<file path="config.mk">
export PLATFORM = sky130hd
export DESIGN_NAME = plic_lite_flat
export DESIGN_NICKNAME = d
export VERILOG_FILES = /design/src/rtl/plic_lite_if.sv /design/src/rtl/plic_lite.sv /design/src/flat_wrapper.sv
export SDC_FILE = /design/constraint.sdc
export NUM_CORES = 1
export LEC_CHECK = 0
export BUFFER_PORTS_ARGS = -buffer_cell sky130_fd_sc_hd__clkbuf_2
export CORE_UTILIZATION = 45
export DETAILED_ROUTE_END_ITERATION = 16
export HOLD_SLACK_MARGIN = 0.12
export PLACE_DENSITY_LB_ADDON = 0.15
export SLEW_MARGIN = 20
export SYNTH_ARGS = -nofsm -noshare
export SYNTH_HDL_FRONTEND = slang
export SYNTH_SLANG_ARGS = --single-unit
export TNS_END_PERCENT = 10
</file>
<file path="constraint.sdc">
create_clock -name clk -period 13.6 [get_ports clk]
set_input_delay 2.72 -clock clk [delete_from_list [all_inputs] [get_ports clk]]
set_output_delay 2.72 -clock clk [all_outputs]
set_load 0.01 [all_outputs]
</file>
<file path="src/rtl/plic_lite_if.sv">
// Register bus between the core and plic_lite: byte address, byte-reversed data,
// one-cycle write/read strobes and combinational read data.
interface plic_lite_if;
  logic [15:0] a;
  logic [31:0] d;
  logic        we;
  logic        rd;
  logic [31:0] spo;

  modport master (output a, d, we, rd, input spo);
  modport slave  (input a, d, we, rd, output spo);
endinterface

</file>
<file path="src/rtl/plic_lite.sv">
// Lite platform interrupt controller: synchronised level sources, per-source
// gateways, priority/threshold arbiter and a claim/complete register pair.
module plic_lite #(
  parameter int NSRC   = 7,
  parameter int PRIO_W = 3
) (
  input  logic            clk,
  input  logic            rst,
  plic_lite_if.slave      bus,
  input  logic [NSRC-1:0] src,
  output logic            e_irq
);
  localparam int ID_W = $clog2(NSRC + 1);
  localparam logic [15:0] A_PEND  = 16'h1000;
  localparam logic [15:0] A_EN    = 16'h2000;
  localparam logic [15:0] A_THR   = 16'h3000;
  localparam logic [15:0] A_CLAIM = 16'h3004;

  // we and rd are single-cycle strobes qualified by a: a write commits on the
  // edge where we=1, spo is valid combinationally for whatever a holds, and rd
  // matters only because reading the claim register consumes the winning source.
  logic [31:0]       din;
  logic [31:0]       rdata;
  logic [NSRC:1]     sync1, sync2;
  logic [NSRC:1]     pend, pend_n;
  logic [NSRC:1]     claimed, claimed_n;
  logic [NSRC:1]     en;
  logic [PRIO_W-1:0] prio [1:NSRC];
  logic [PRIO_W-1:0] thr;
  logic [ID_W-1:0]   best;
  logic [PRIO_W-1:0] best_prio;
  logic              claim;
  logic              complete;
  logic [ID_W-1:0]   cid;
  logic              cid_hi_zero;

  assign din     = {bus.d[7:0], bus.d[15:8], bus.d[23:16], bus.d[31:24]};
  assign bus.spo = {rdata[7:0], rdata[15:8], rdata[23:16], rdata[31:24]};

  assign claim       = bus.rd && (bus.a == A_CLAIM);
  assign complete    = bus.we && (bus.a == A_CLAIM);
  assign cid         = din[ID_W-1:0];
  assign cid_hi_zero = (din[31:ID_W] == '0);

  // Scan from the highest ID down with >= so that an equal priority at a lower
  // ID replaces the current winner.
  always_comb begin
    best      = '0;
    best_prio = '0;
    for (int i = NSRC; i >= 1; i--) begin
      if (pend[i] && en[i] && (prio[i] > thr) && (prio[i] >= best_prio)) begin
        best      = ID_W'(i);
        best_prio = prio[i];
      end
    end
  end

  // A complete with an out-of-range ID matches no source and falls through.
  always_comb begin
    pend_n    = pend;
    claimed_n = claimed;
    for (int i = 1; i <= NSRC; i++) begin
      if (sync2[i] && !pend[i] && !claimed[i]) pend_n[i] = 1'b1;
      if (claim && (best == ID_W'(i))) begin
        pend_n[i]    = 1'b0;
        claimed_n[i] = 1'b1;
      end
      if (complete && cid_hi_zero && (cid == ID_W'(i))) claimed_n[i] = 1'b0;
    end
  end

  always_ff @(posedge clk or posedge rst) begin
    if (rst) begin
      sync1   <= '0;
      sync2   <= '0;
      pend    <= '0;
      claimed <= '0;
      e_irq   <= 1'b0;
    end else begin
      sync1   <= src;
      sync2   <= sync1;
      pend    <= pend_n;
      claimed <= claimed_n;
      e_irq   <= (best != '0);
    end
  end

  always_ff @(posedge clk or posedge rst) begin
    if (rst) begin
      en  <= '0;
      thr <= '0;
      for (int i = 1; i <= NSRC; i++) prio[i] <= '0;
    end else if (bus.we) begin
      for (int i = 1; i <= NSRC; i++) begin
        if (bus.a == 16'(4 * i)) prio[i] <= din[PRIO_W-1:0];
      end
      if (bus.a == A_EN)  en  <= din[NSRC:1];
      if (bus.a == A_THR) thr <= din[PRIO_W-1:0];
    end
  end

  always_comb begin
    rdata = '0;
    case (bus.a)
      A_PEND:  rdata = 32'({pend, 1'b0});
      A_EN:    rdata = 32'({en, 1'b0});
      A_THR:   rdata = 32'(thr);
      A_CLAIM: rdata = 32'(best);
      default: begin
        for (int i = 1; i <= NSRC; i++) begin
          if (bus.a == 16'(4 * i)) rdata = 32'(prio[i]);
        end
      end
    endcase
  end
endmodule

</file>
<file path="src/flat_wrapper.sv">
// flat-port wrapper written by rule: the top's interface ports become plain ports
module plic_lite_flat 
#(
  parameter int NSRC   = 7,
  parameter int PRIO_W = 3
)
  (clk, rst, src, e_irq, bus_a, bus_d, bus_we, bus_rd, bus_spo);
  plic_lite_if bus_i ();
  input  logic clk;
  input  logic rst;
  input  logic [NSRC-1:0] src;
  output logic e_irq;
  input wire logic [$bits(bus_i.a)-1:0] bus_a;
  input wire logic [$bits(bus_i.d)-1:0] bus_d;
  input wire logic [$bits(bus_i.we)-1:0] bus_we;
  input wire logic [$bits(bus_i.rd)-1:0] bus_rd;
  output wire logic [$bits(bus_i.spo)-1:0] bus_spo;
  assign bus_i.a = bus_a;
  assign bus_i.d = bus_d;
  assign bus_i.we = bus_we;
  assign bus_i.rd = bus_rd;
  assign bus_spo = bus_i.spo;
  plic_lite #(.NSRC(NSRC), .PRIO_W(PRIO_W)) u_core (.clk(clk), .rst(rst), .bus(bus_i), .src(src), .e_irq(e_irq));
endmodule
</file>
==> qor.csv, run 1 <==
stage,metric,value,unit
synthesis,sequential-to-total area share from yosys stat,37.3,%
final_layout,post-route insts no fill,615,
synthesis,complex-gate fraction of the synthesized area,19.2,%
grt,largest net degree at the start of global routing,61,
synthesis,mapped cell area,0.00403,mm2
worst_setup_path,Most common cell on crit path,ha_1,
final_layout,share of layout cells above drive strength 1,24.9,%
synthesis,post-synth cell types,60,
final_layout,Final nets,594,
floorplan,Core Area,0.00868,mm2
detailed_routing,DRC,0,
worst_setup_path,Required @ worst endpoint,10.88,ns
worst_setup_path,critical path arrival,10.17,ns
synthesis,"Async S/R FF share, synth",100,%
placement,post-placement cell count,597,
detailed_routing,DR vias/cell,5.74,
synthesis,"area leader, netlist",dfrtp_1,
hold_path,Tightest Hold Check Type,flop to flop,
synthesis,xor and xnor area share after synthesis,0,%
timing,Setup TNS,0,ns
worst_setup_path,crit start category,flop,
timing,max-slew violations,0,
power_and_ir_drop,Pwr Total,396,uW
run_status,outcome,finished clean,
timing,Tmin final,12.89,ns
placement,Setup WS pre-CTS,0.656,ns
timing,slew of the pin with the lowest slew margin,0.900,ns
placement,post-DP HPWL,8940,um
timing,fmax,77.6,MHz
clock_network,clock root buffer,clkbuf_8,
worst_setup_path,slowest CP cell,dfrtp_1,
synthesis,Synth Area in Simple Gates,17.2,%
grt,initial antenna violation count,0,
grt,vias in the first global route,3594,
detailed_routing,antenna-violating nets left,0,
clock_network,CTS tree,built,
synthesis,"EDFF count, synth",0,
power_and_ir_drop,Pwr Density,85.1,mW/mm2
floorplan,die area,0.00934,mm2
synthesis,Adder-Cell Fraction of Synth Area,10.2,%
final_layout,post-route cell area,0.00465,mm2
clock_network,worst skew pair latency,0.35,ns
detailed_routing,starting DRC count in detailed routing,173,
placement,global placement routability congestion,1.01,
synthesis,Cells after Synth,429,
timing,Rel. slew slack,39.5,%
floorplan,Die Height,96.6,um
job,Max-Cap Viols,0,
timing,final setup vio count,0,
synthesis,top_reg_cell synth,dfrtp_1,
clock_network,CTS Sinks,60,
timing,Fin. Hold Viols,0,
grt,met2 Usage GRT,44.1,%
grt,met1 GRT Util,34.9,%
detailed_routing,routed wire length,11700,um
timing,Tcrit/Tclk final,94.8,%
floorplan,io pins,92,
timing,Clock Skew,0.00820,ns
synthesis,post-synthesis mux area share,7.95,%
detailed_routing,Vias,3531,
grt,gr busiest metal,met2,
final_layout,Area growth syn-to-layout,15.4,%
timing,slack of the critical path,0.713,ns
clock_network,# H-tree levels,3,
synthesis,Mean Syn Cell Area,9.39,um2
clock_network,maximum clock path buffer count,2,
placement,dpl cell area,0.00439,mm2
floorplan,Initial Util,46.4,%
floorplan,Die Width,96.6,um
grt,first-pass GRT wire length,19000,um
final_layout,Antenna diodes,0,
timing,RSZ-0062 raised after global routing,no,
worst_setup_path,Max Fanout on Critical Path,12,
synthesis,synth warn,0,
power_and_ir_drop,maximum VDD drop,0.0000634,V
grt,gr ovfl total,0,
detailed_routing,Detailed Routing Iterations Pass 1,6,
placement,IO buf count,67,
worst_setup_path,peak per-stage delay on the critical path,0.41,ns
synthesis,Seq cells post-synth,60,
synthesis,largest family of logic cells by synthesized area,compound AO/OA/AOI/OAI gates,
power_and_ir_drop,leak pwr,2.20,nW
clock_network,total CTS buffers,9,
synthesis,"top cells by area, synth","dfrtp_1 (37%), ha_1 (10%), mux2_2 (6.1%), buf_4 (4.5%), nand2_1 (4.2%)",
grt,GRT Overall Usage,26.5,%
detailed_routing,DR WL/cell,19.1,um
floorplan,FP Rows,34,
grt,met3 Use GR,3.90,%
clock_network,clk slew on worst S/H paths,0.08,ns
worst_setup_path,Worst Setup End Kind,primary output,
worst_setup_path,CP Class,flop to primary output,
synthesis,area fraction of the dominant cell type after synthesis,37.3,%
## cells in the final DEF, fill, tap and decap left out, types with 3 or more instances in the layout
| cell | Yosys | layout |
|---|---|---|
| ha_1 | 33 | 33 |
| a22o_1 | 5 | 5 |
| nand2_1 | 45 | 45 |
| o21ai_0 | 25 | 24 |
| nand3_1 | 16 | 15 |
| nand2b_1 | 7 | 7 |
| conb_1 | 1 | 24 |
| o21a_1 | 7 | 7 |
| nor2b_1 | 9 | 9 |
| a221oi_1 | 3 | 3 |
| nor4_1 | 9 | 9 |
| o2111ai_1 | 3 | 3 |
| clkbuf_2 | 0 | 67 |
| clkbuf_8 | 0 | 10 |
| a31oi_1 | 5 | 5 |
| nand4_1 | 5 | 5 |
| o221ai_1 | 5 | 3 |
| o21ai_1 | 2 | 3 |
| nor3_1 | 11 | 11 |
| buf_4 | 24 | 5 |
| o22a_1 | 3 | 3 |
| mux2_2 | 22 | 22 |
| nor2_1 | 25 | 25 |
| inv_1 | 27 | 25 |
| dfrtp_1 | 60 | 60 |
| a21oi_1 | 19 | 19 |
| o211ai_1 | 6 | 6 |
## worst paths after layout
| kind | depth (start not counted) | startpoint | end | slack [ns] |
|---|---|---|---|---|
| setup / recovery | 42 | u_core.thr[2] | bus_spo[26] | 0.71 |
| hold / removal | 0 | u_core.sync1[2] | u_core.sync2[2] | 0.35 |
| setup reg to reg | 42 | u_core.thr[2] | u_core.claimed[7] | 3.54 |
| hold reg to reg | 0 | u_core.sync1[2] | u_core.sync2[2] | 0.35 |
| max in group asynchronous | 3 | rst | u_core.prio[13] | 10.51 |
| min in group asynchronous | 3 | rst | u_core.sync2[2] | 2.56 |
## registers in the layout, summed over array words and instances, names as in the netlist
name / flops
u_core.prio: 21
u_core.claimed: 7
u_core.sync2: 7
u_core.sync1: 7
u_core.pend: 7
u_core.thr: 3
u_core.e_irq: 1
u_core.en: 7
## cells in the mapped netlist, drive strengths merged (2+ instances only)
master,n
nand4,5
o2111ai,3
a31oi,6
dfrtp,60
a21oi,19
and2,3
nand2b,7
mux2,24
nor2,25
nor3b,2
and3,3
a22o,5
buf,26
o22a,3
a21boi,3
mux2i,2
nor4,9
nor3,12
a21o,2
o211ai,6
nand3,16
a32oi,3
o21ai,27
o211a,2
o21a,7
clkbuf,7
ha,33
o221ai,5
inv,27
nor2b,9
a221oi,3
a311oi,2
nand2,46
nand3b,2
## power by group
| group | internal [mW] | switching (mW) | total, mW |
|---|---|---|---|
| Combinational | 0.00861 | 0.0170 | 0.0256 |
| Sequential | 0.180 | 0.000581 | 0.181 |
| Clock | 0.109 | 0.0800 | 0.189 |
## worst max-delay path, delay by kind of cell (launching register included)
family,cells,cell delay (ns)
buffers and inverters,2,0.44
adders and majority gates,7,2.01
muxes,4,1.40
AOI/OAI and AO/OA,15,3.61
and+or+nand+nor,14,1.92
DFF,1,0.41
## final cells by class
cell class,count,area (um2)
fill,832,4030
tap,108,135
sequential,60,1500
clock inverter,5,85.1
inverter,27,105
multi-input combinational,332,2310
clock buffer,11,141
timing repair buffer,72,373
## what timing repair did
item / CTS / global route
resized for setup: 0 / 5
setup buffers: 0 / 2
endpoints found under the setup margin: 0 / 2
hold buffers: 0 / 0
## cells by family (layout without fill, tap and decap cells)
kind of cell | Yosys count | after routing
mux | 27 | 27
buf+inv | 60 | 115
simple gates | 141 | 141
compound gates | 107 | 107
fa+ha+maj | 33 | 33
flops | 60 | 60
other cells | 1 | 24
## metal layers
layer  up-vias  part of all wire, %  wire (um)
met5         -                    0          0
met4         0                  2.5        298
met3        27                  4.2        499
met2       125                   48       5630
met1      1706                   45       5320
li1       1673                    -          -
## through the flow
stage	hold WS, ns	util [%]
detailed placement	0.335	50.5
floorplan	0.331	-
finish	0.348	53.6
global placement	0.335	50.5
CTS	0.350	53.2
global route	0.350	53.6
No activity file was read; power rests on OpenSTA's default activity.
==> run 2, diff against run 1 <==
--- a/config.mk
+++ b/config.mk
@@ -7,6 +7,7 @@
 export LEC_CHECK = 0
 export BUFFER_PORTS_ARGS = -buffer_cell sky130_fd_sc_hd__clkbuf_2
 export CORE_UTILIZATION = 45
+export CTS_BUF_LIST = sky130_fd_sc_hd__clkbuf_16
 export DETAILED_ROUTE_END_ITERATION = 16
 export HOLD_SLACK_MARGIN = 0.12
 export PLACE_DENSITY_LB_ADDON = 0.15
==> qor.csv, run 2 (same netlist as run 1, synthesis figures left out) <==
stage,metric,value,unit,change
placement,IO buf count,67,,unchanged
placement,Setup WS pre-CTS,0.656,ns,unchanged
clock_network,worst skew pair latency,0.33,ns,-0.02 ns
clock_network,maximum clock path buffer count,2,,unchanged
floorplan,Die Width,96.6,um,unchanged
worst_setup_path,peak per-stage delay on the critical path,0.41,ns,about the same
hold_path,HP Start,u_core.sync1[2],,
worst_setup_path,Worst R2R Setup Slack,3.49,ns,-0.05 ns
worst_setup_path,CP Launch Point,u_core.thr[2],,
grt,largest net degree at the start of global routing,61,,unchanged
grt,GRT Overall Usage,26.7,%,+0.26 points
final_layout,Top reg by flops,u_core.prio,,
grt,first-pass GRT wire length,19300,um,+1.6%
worst_setup_path,start of the worst register-to-register path,u_core.thr[2],,
worst_setup_path,R2R depth,42,,unchanged
timing,final setup vio count,0,,unchanged
worst_setup_path,Worst Setup EP,bus_spo[26],,
timing,max-slew violations,0,,unchanged
final_layout,"commonest non-fill, non-tap cells in the layout","clkbuf_2 (67), dfrtp_1 (60), nand2_1 (45)",,
clock_network,clock root buffer,clkbuf_16,,
final_layout,share of layout cells above drive strength 1,24.5,%,-0.39 points
grt,gr ovfl total,0,,unchanged
power_and_ir_drop,sequential share of power,39.9,%,-5.8 points
final_layout,Area growth syn-to-layout,17.5,%,
clock_network,# H-tree levels,3,,unchanged
worst_setup_path,Worst Setup End Kind,primary output,,
detailed_routing,Detailed Routing Iterations Pass 1,5,,-1
timing,Tmin final,12.91,ns,+0.0282 ns
grt,vias in the first global route,3620,,+0.72%
timing,Clock Skew,0.00647,ns,-0.00173 ns
worst_setup_path,WP depth,42,,unchanged
worst_setup_path,Most common cell on crit path,ha_1,,
clock_network,CTS tree,built,,
placement,global placement routability congestion,1.01,,unchanged
timing,Fin. Hold Viols,0,,unchanged
final_layout,Filler cells,825,,-0.84%
worst_setup_path,"delay-heaviest family, CP",compound AO/OA/AOI/OAI gates,,
floorplan,FP Rows,34,,unchanged
detailed_routing,Vias,3545,,+0.40%
timing,Tcrit/Tclk final,95.0,%,+0.21 points
run_status,outcome,finished clean,,
timing,slack of the critical path,0.685,ns,-0.0282 ns
power_and_ir_drop,Internal Dissipation,349,uW,+17%
clock_network,CTS Sinks,60,,unchanged
power_and_ir_drop,sw frac,23.1,%,-1.5 points
final_layout,Antenna diodes,0,,unchanged
detailed_routing,starting DRC count in detailed routing,144,,-17%
floorplan,io pins,92,,unchanged
power_and_ir_drop,Clk pwr share,54.4,%,+6.6 points
final_layout,"commonest non-fill, non-tap cell in the layout",clkbuf_2,,
final_layout,Final nets,594,,unchanged
worst_setup_path,reg2reg end,u_core.claimed[7],,
timing,slew of the pin with the lowest slew margin,0.856,ns,-0.0445 ns
final_layout,footprint of the multi-input gates,0.00230,mm2,-0.22%
detailed_routing,DR vias/cell,5.76,,+0.40%
detailed_routing,DRC,0,,unchanged
power_and_ir_drop,Pwr Density,95.9,mW/mm2,+13%
worst_setup_path,number of buffers and inverters on the critical path,2,,unchanged
power_and_ir_drop,Pwr Total,454,uW,+15%
worst_setup_path,CP Class,flop to primary output,,
detailed_routing,routed wire length,11800,um,+0.64%
final_layout,Largest register FFs,21,,unchanged
clock_network,total CTS buffers,9,,unchanged
power_and_ir_drop,Psw,105,uW,+7.6%
detailed_routing,antenna-violating nets left,0,,unchanged
placement,post-DP HPWL,8940,um,unchanged
timing,fmax,77.4,MHz,-0.22%
final_layout,register area,0.00150,mm2,unchanged
floorplan,Core Area,0.00868,mm2,unchanged
floorplan,die area,0.00934,mm2,unchanged
clock_network,cts hold-fix bufs,0,,unchanged
power_and_ir_drop,leak pwr,2.25,nW,+2.0%
worst_setup_path,crit start category,flop,,
clock_network,clk slew on worst S/H paths,0.06,ns,-0.02 ns
floorplan,Die Height,96.6,um,unchanged
floorplan,Initial Util,46.4,%,unchanged
worst_setup_path,Max Fanout on Critical Path,12,,unchanged
job,Max-Cap Viols,0,,unchanged
grt,initial antenna violation count,0,,unchanged
timing,Rel. slew slack,42.5,%,+3.0 points
worst_setup_path,critical path arrival,10.19,ns,+0.02 ns
worst_setup_path,Required @ worst endpoint,10.88,ns,about the same
hold_path,Tightest Hold Check Type,flop to flop,,
worst_setup_path,slowest CP cell,ha_1,,
detailed_routing,DR WL/cell,19.2,um,+0.64%
power_and_ir_drop,maximum VDD drop,0.0000557,V,-12%
power_and_ir_drop,combinational share of power,5.7,%,-0.8 points
[run 2: how the worst min path moves through the flow]
| stage | endpoint | depth (start not counted) |
|---|---|---|
| 3_5_place_dp | u_core.sync2[2] | 0 |
| 5_1_grt | u_core.sync2[2] | 0 |
| 2_1_floorplan | u_core.sync2[1] | 0 |
| 4_1_cts | u_core.sync2[2] | 0 |
| 3_3_place_gp | u_core.sync2[4] | 0 |
| 6_report | u_core.sync2[2] | 0 |
[run 2: layout make-up]
type,instances,share of cell area [%]
multi-input cells,332,48.6
clock buffers,9,4.76
inverters,27,2.22
clock inverters,7,1.96
flip-flops and latches,60,31.7
well taps,108,2.85
repair buffers,72,7.87
[run 2: worst reg2reg max path, delay by kind of cell (launching register included)]
kind            cells  cell delay (ns)
buf+inv             1             0.27
fa+ha+maj           7             2.04
flops               1             0.40
mux                 4             1.40
simple gates       16             2.65
compound gates     14             3.30
[run 2: per-stage QoR]
| stage | util [%] | setup TNS, ns | hold WS, ns | instances | cell area, um2 |
|---|---|---|---|---|---|
| after detailed placement | 50.5 | 0 | 0.335 | 597 | 4390 |
| final | 54.6 | 0 | 0.345 | 615 | 4740 |
| after floorplan | - | 0 | 0.331 | 452 | 4120 |
| after global placement | 50.5 | 0 | 0.335 | 597 | 4390 |
| after CTS | 54.2 | 0 | 0.345 | 613 | 4700 |
| after global routing | 54.6 | -0.0339 | 0.349 | 615 | 4740 |
[run 2: metal layers]
layer | share of wire, % | routed length (um) | track usage, %
met5 | 0 | 0 | 0
met4 | 2.2 | 265 | 8.73
met3 | 4.9 | 577 | 4.12
met2 | 48 | 5700 | 45.2
met1 | 45 | 5280 | 35.0
[run 2: timing repair]
item,4_1_cts,5_1_grt
gates resized for setup,0,4
setup endpoints to repair,0,2
buffers inserted,0,2
[run 2: power groups by stage]
stage	registers, mW	clock network (mW)	logic (mW)
final	0.181	0.247	0.0257
after global routing	0.181	0.259	0.0288
after floorplan	0.184	0	0.0173
after detailed placement	0.185	0	0.0256
after CTS	0.181	0.251	0.0259
after global placement	0.184	0	0.0254
